### src/rtl/fetch_queue_pkg.sv
// Shared fetch/decode types: entry layout and the canonical NOP.
package fetch_pkg;

    localparam int XLEN = 32;

    localparam logic [XLEN-1:0] NOP_INSTR = 32'h00000013;

    typedef struct packed {
        logic [XLEN-1:0] pc;
        logic [XLEN-1:0] instr;
    } fetch_entry_t;

endpackage

### src/rtl/fetch_queue_if.sv
// Fetcher -> queue -> decode handshake bundle.
interface fetch_queue_if
    import fetch_pkg::*;
#(
    parameter int bits  = XLEN,
    parameter int DEPTH = 4
) ();

    localparam int CW = $clog2(DEPTH) + 1;

    logic            in_valid;
    logic [bits-1:0] in_instr;
    logic [bits-1:0] in_pc;
    logic            in_ready;
    logic            out_valid;
    logic [bits-1:0] out_instr;
    logic [bits-1:0] out_pc;
    logic            out_ready;
    logic            flush;
    logic [CW-1:0]   count;

    modport master (
        output in_valid, in_instr, in_pc,
        output out_ready, flush,
        input  in_ready, out_valid,
        input  out_instr, out_pc, count
    );

    modport slave (
        input  in_valid, in_instr, in_pc,
        input  out_ready, flush,
        output in_ready, out_valid,
        output out_instr, out_pc, count
    );

endinterface

### src/rtl/fetch_queue.sv
// Circular instruction buffer between fetcher and decode.
// Wrap-bit pointers; flush drops everything, no fall-through.
module fetch_queue
    import fetch_pkg::*;
#(
    parameter int bits  = XLEN,
    parameter int DEPTH = 4
) (
    input logic         clk,
    input logic         rst,
    fetch_queue_if.slave q
);

    localparam int AW = $clog2(DEPTH);
    localparam int PW = AW + 1;

    fetch_entry_t    mem_q [DEPTH];
    logic [PW-1:0]   wr_q, wr_d;
    logic [PW-1:0]   rd_q, rd_d;
    logic [bits-1:0] last_pc_q, last_pc_d;

    logic [AW-1:0]   wr_idx, rd_idx;
    logic            empty, full;
    logic            push, pop;

    assign wr_idx = wr_q[AW-1:0];
    assign rd_idx = rd_q[AW-1:0];

    assign empty = (wr_q == rd_q);
    assign full  = (wr_idx == rd_idx) && (wr_q[AW] != rd_q[AW]);

    assign push = q.in_valid && !full;
    assign pop  = q.out_ready && !empty;

    assign q.in_ready  = !full;
    assign q.out_valid = !empty;
    assign q.count     = wr_q - rd_q;
    assign q.out_instr = empty ? NOP_INSTR : mem_q[rd_idx].instr;
    assign q.out_pc    = empty ? last_pc_q : mem_q[rd_idx].pc;

    always_comb begin
        wr_d      = wr_q;
        rd_d      = rd_q;
        last_pc_d = last_pc_q;
        if (q.flush) begin
            rd_d = wr_q;
        end else begin
            if (push) begin
                wr_d = wr_q + 1'b1;
            end
            if (pop) begin
                rd_d      = rd_q + 1'b1;
                last_pc_d = mem_q[rd_idx].pc;
            end
        end
    end

    always_ff @(posedge clk) begin
        if (rst) begin
            wr_q      <= '0;
            rd_q      <= '0;
            last_pc_q <= '0;
        end else begin
            wr_q      <= wr_d;
            rd_q      <= rd_d;
            last_pc_q <= last_pc_d;
        end
    end

    // Storage needs no reset: empty state masks it on the outputs.
    always_ff @(posedge clk) begin
        if (!rst && !q.flush && push) begin
            mem_q[wr_idx] <= '{pc: q.in_pc, instr: q.in_instr};
        end
    end

`ifndef SYNTHESIS
    a_no_push_full: assert property (
        @(posedge clk) disable iff (rst) !(push && full));
    a_count_max: assert property (
        @(posedge clk) disable iff (rst) int'(q.count) <= DEPTH);
    a_depth_pow2: assert property (
        @(posedge clk) (DEPTH >= 2) && ((DEPTH & (DEPTH - 1)) == 0));
    a_width: assert property (
        @(posedge clk) bits == XLEN);
`endif

endmodule

### src/flat_wrapper.sv
// flat-port wrapper written by rule: the top's interface ports become plain ports
module fetch_queue_flat import fetch_pkg::*;
#(
    parameter int bits  = XLEN,
    parameter int DEPTH = 4
)
  (clk, rst, q_in_valid, q_in_instr, q_in_pc, q_out_ready, q_flush, q_in_ready, q_out_valid, q_out_instr, q_out_pc, q_count);
  fetch_queue_if #(.bits(bits), .DEPTH(DEPTH)) q_i ();
  input logic clk;
  input logic rst;
  input wire logic [$bits(q_i.in_valid)-1:0] q_in_valid;
  input wire logic [$bits(q_i.in_instr)-1:0] q_in_instr;
  input wire logic [$bits(q_i.in_pc)-1:0] q_in_pc;
  input wire logic [$bits(q_i.out_ready)-1:0] q_out_ready;
  input wire logic [$bits(q_i.flush)-1:0] q_flush;
  output wire logic [$bits(q_i.in_ready)-1:0] q_in_ready;
  output wire logic [$bits(q_i.out_valid)-1:0] q_out_valid;
  output wire logic [$bits(q_i.out_instr)-1:0] q_out_instr;
  output wire logic [$bits(q_i.out_pc)-1:0] q_out_pc;
  output wire logic [$bits(q_i.count)-1:0] q_count;
  assign q_i.in_valid = q_in_valid;
  assign q_i.in_instr = q_in_instr;
  assign q_i.in_pc = q_in_pc;
  assign q_i.out_ready = q_out_ready;
  assign q_i.flush = q_flush;
  assign q_in_ready = q_i.in_ready;
  assign q_out_valid = q_i.out_valid;
  assign q_out_instr = q_i.out_instr;
  assign q_out_pc = q_i.out_pc;
  assign q_count = q_i.count;
  fetch_queue #(.bits(bits), .DEPTH(DEPTH)) u_core (.clk(clk), .rst(rst), .q(q_i));
endmodule
### config.mk
export PLATFORM = sky130hd
export DESIGN_NAME = fetch_queue_flat
export DESIGN_NICKNAME = d
export VERILOG_FILES = /design/src/rtl/fetch_queue_pkg.sv /design/src/rtl/fetch_queue_if.sv /design/src/rtl/fetch_queue.sv /design/src/flat_wrapper.sv
export SDC_FILE = /design/constraint.sdc
export NUM_CORES = 1
export LEC_CHECK = 0
export BUFFER_PORTS_ARGS = -buffer_cell sky130_fd_sc_hd__buf_2
export CAP_MARGIN = 30
export CORE_ASPECT_RATIO = 1.2
export CORE_MARGIN = 1.5
export CORE_UTILIZATION = 47
export DETAILED_ROUTE_END_ITERATION = 16
export PLACE_DENSITY = 0.66
export SKIP_LAST_GASP = 1
export SLEW_MARGIN = 20
export SYNTH_ARGS = -nofsm -noshare
export SYNTH_HDL_FRONTEND = slang
export SYNTH_SLANG_ARGS = --single-unit
### constraint.sdc
create_clock -name clk -period 4.7 [get_ports clk]
set_input_delay 0.94 -clock clk [delete_from_list [all_inputs] [get_ports clk]]
set_output_delay 0.94 -clock clk [all_outputs]
set_load 0.02 [all_outputs]
==> run_results.csv <==
group,metric,value,unit
detailed_routing,vias_per_cell,5.87,
cells_and_area,syn_to_final_growth,16.4,%
timing,rsz0062_at_grt,"false",
cts,path_clk_slew,0.07,ns
timing,timing.fmax,253,MHz
cells_and_area,final-seq-area,8500,um^2
placement,dp_hpwl,16.3,mm
power_and_ir_drop,power_switching_share,0.256,
setup_path,rr_startpoint,"u_core.wr_q[0]",
grt,initial_antenna_violation_count,1,
cts,post-cts-setup-buffers,0,
timing,slew-limit-headroom,0.355,
yosys,synth-warning-count,0,
setup_path,crit-reg2reg-capture,"u_core.mem_q[1][7]",
cts,postCtsHoldBufs,0,
setup_path,worstSetupEndpointType,"output port",
power_and_ir_drop,power.sequential.fraction,0.491,
grt,grt_overflow,0,
cts,ctsHtreeMaxLevel,1,
grt,grt_util_all_layers,0.196,
floorplanning,ios,138,
detailed_routing,detailedRoute.firstIterationViolations,482,
yosys,post_synth_and_or_nand_nor_area_fraction,0.0260,
placement,finalWeightedCongestion,0.826,
yosys,yosys.area_share.adder,0.00894,
yosys,synth_top_family_by_area,"multiplexers",
yosys,synth_nets,776,
floorplanning,die_height,178,um
cells_and_area,filler_cell_count,1985,
power_and_ir_drop,ir_worst_vdd,269,uV
detailed_routing,number_of_vias_in_the_routed_layout,6899,
cts,clock-sinks,296,
setup_path,reg2regPathDepth,6,
yosys,synth_enable_flop_cells,256,
cells_and_area,final_nets,900,
power_and_ir_drop,pwr-share-clk,0.367,
yosys,synthArstFlopShare,0,
floorplanning,row_count,64,
detailed_routing,postRouteAntennaNets,0,
yosys,portion_of_netlist_area_occupied_by_mux_cells,0.122,
floorplanning,core-area,25300,um^2
timing,fin_tns_setup,0,ns
cells_and_area,multiInputGateArea,3170,um^2
power_and_ir_drop,intPower,4.53,mW
yosys,yosys.cell_types.count,39,
cells_and_area,final_common_cell,"edfxtp_1",
grt,via_count_of_the_first_global_routing_pass,6984,
cts,count_of_cells_resized_by_post_cts_repair,0,
setup_path,criticalPathCategory,"register to output port",
yosys,synth_xor_area_frac,0.00353,
setup_path,critPathCapture,"q_out_pc[11]",
timing,timing.clock.skew,0.0194,ns
yosys,ys.flop_type,"edfxtp_1",
cells_and_area,final_design_area_no_fill,14000,um^2
detailed_routing,routed_wire_length_per_instance,22.3,um
yosys,compound_gate_portion_of_the_synthesized_area,0.100,
power_and_ir_drop,p_switching,1.56,mW
status,run_status,"completed",
setup_path,path_max_fanout,31,
timing,timing_max_transition_violations_final,0,
cts,clock_tree.buffer_depth,3,
setup_path,cp.required,3.76,ns
cts,clock_tree.root_cell,"clkbuf_16",
detailed_routing,drcViolationCount,0,
power_and_ir_drop,power_leakage,4.60,nW
floorplanning,die_w,149,um
setup_path,worst_reg_to_reg_setup_slack,1.91,ns
yosys,synth_cells,699,
setup_path,cp.arrival,3.01,ns
detailed_routing,drt_pre_antenna_iters,5,
setup_path,critPathLaunchType,"register",
placement,port-buffer-count,137,
grt,global_route_wire_length_before_repair,39.5,mm
cells_and_area,drive_gt1_frac,0.323,
detailed_routing,wl,26.2,mm
timing,setup_viol,0,
floorplanning,floorplan.initialDensity,0.476,
hold_path,worstHoldPathType,"register to register",
yosys,register_area_share_after_synthesis,0.705,
yosys,synth_seq_cells,296,
placement,post_dp_cell_area,13100,um^2
job,drv.max_cap_violation_count,0,
timing,worst_slew_pin_slew,0.967,ns
cts,cts_tree,"done",
grt,maximum_number_of_pins_on_one_net_before_global_route_repair,69,
cells_and_area,antenna_cells_inserted,0,
timing,finalCritPeriodShare,0.841,
power_and_ir_drop,power.combinational.fraction,0.141,
floorplanning,die_footprint,26600,um^2
yosys,syn_area_per_cell,17.2,um^2
yosys,post_synth_instance_area,12000,um^2
timing,layout_min_cycle_time,3.95,ns
cts,numCtsBuffers,28,
power_and_ir_drop,pwr_cell_area,434,nW/um^2
cells_and_area,final_cell_mix,"edfxtp_1, buf_2, o211ai_1",
setup_path,timing.critical_path.from,"u_core.wr_q[0]",
cts,clock_latency,0.54,ns
timing,final_hold_viol_count,0,
[synth_stat cells (all sizes together), types with 4 or more instances]
library cell  count  share of area
buf              23          0.012
inv              40          0.012
dfxtp            40          0.066
and2             30          0.016
ha                7         0.0073
mux4             64           0.12
o311ai           32          0.023
o211ai           66          0.041
nor2              5         0.0018
edfxtp          256           0.64
clkbuf           34          0.011
and3              4         0.0021
o21ai            64          0.027
[worst min-delay path by stage]
stage / start / end / depth (start not counted)
after floorplan: u_core.last_pc_q[10] / u_core.last_pc_q[10] / 2
after global placement: u_core.last_pc_q[6] / u_core.last_pc_q[6] / 2
after detailed placement: u_core.last_pc_q[25] / u_core.last_pc_q[25] / 2
after CTS: u_core.last_pc_q[25] / u_core.last_pc_q[25] / 2
after global routing: u_core.last_pc_q[0] / u_core.last_pc_q[0] / 2
final: u_core.last_pc_q[24] / u_core.last_pc_q[24] / 2
[metal layers]
metal | vias to the layer above | GRT usage | wire, um
met4 | 2 | 0.0545 | 538
met1 | 3515 | 0.264 | 11100
li1 | 3084 | - | -
met5 | - | 0 | 13
met2 | 255 | 0.330 | 12900
met3 | 43 | 0.0330 | 1650
[logic make-up after synthesis]
| group | after synthesis |
|---|---|
| AND/OR/NAND/NOR | 52 |
| flip-flops | 296 |
| XOR/XNOR | 4 |
| buffers and inverters | 97 |
| multiplexers | 66 |
| AO/OA/AOI/OAI | 176 |
| adder cells (fa/ha/maj) | 8 |
[metrics by stage]
step	instances	util	hold WS (ns)	setup slack [ns]	power, mW
2_1_floorplan	699	-	0.476	1.09	3.59
3_3_place_gp	1118	0.514	0.485	1.37	3.88
3_5_place_dp	1122	0.517	0.507	1.33	3.91
4_1_cts	1174	0.554	0.523	0.789	6.12
5_1_grt	1175	0.554	0.545	0.593	6.28
6_report	1175	0.554	0.525	0.747	6.08
[layout make-up]
class	count	area share
Clock inverter	18	0.0121
Clock buffer	34	0.0531
Sequential cell	296	0.606
Multi-Input combinational cell	306	0.226
Tap cell	330	0.0294
Inverter	40	0.0107
Timing Repair Buffer	151	0.0625
[worst max-delay path, stage by stage (launching register included)]
cell	delay [ns]
dfxtp_1	0.41
inv_1	0.12
ha_1	0.37
nand2_2	0.11
nor2_2	0.20
inv_2	0.26
buf_4	0.31
buf_4	0.22
o21ai_0	0.24
buf_2	0.22
[power groups by stage]
stage,sequential [mW],clock [mW],combinational [mW]
floorplan,3.00,0,0.589
global placement,3.04,0,0.835
detailed placement,3.05,0,0.859
CTS,2.99,2.27,0.863
global route,3.00,2.36,0.929
finish,2.99,2.24,0.861
[registers in the layout (all words and copies together) (netlist names), named ones only]
name,cells
u_core.wr_q,3
u_core.mem_q,256
u_core.rd_q,3
u_core.last_pc_q,32
(Power assumes the default switching activity.)
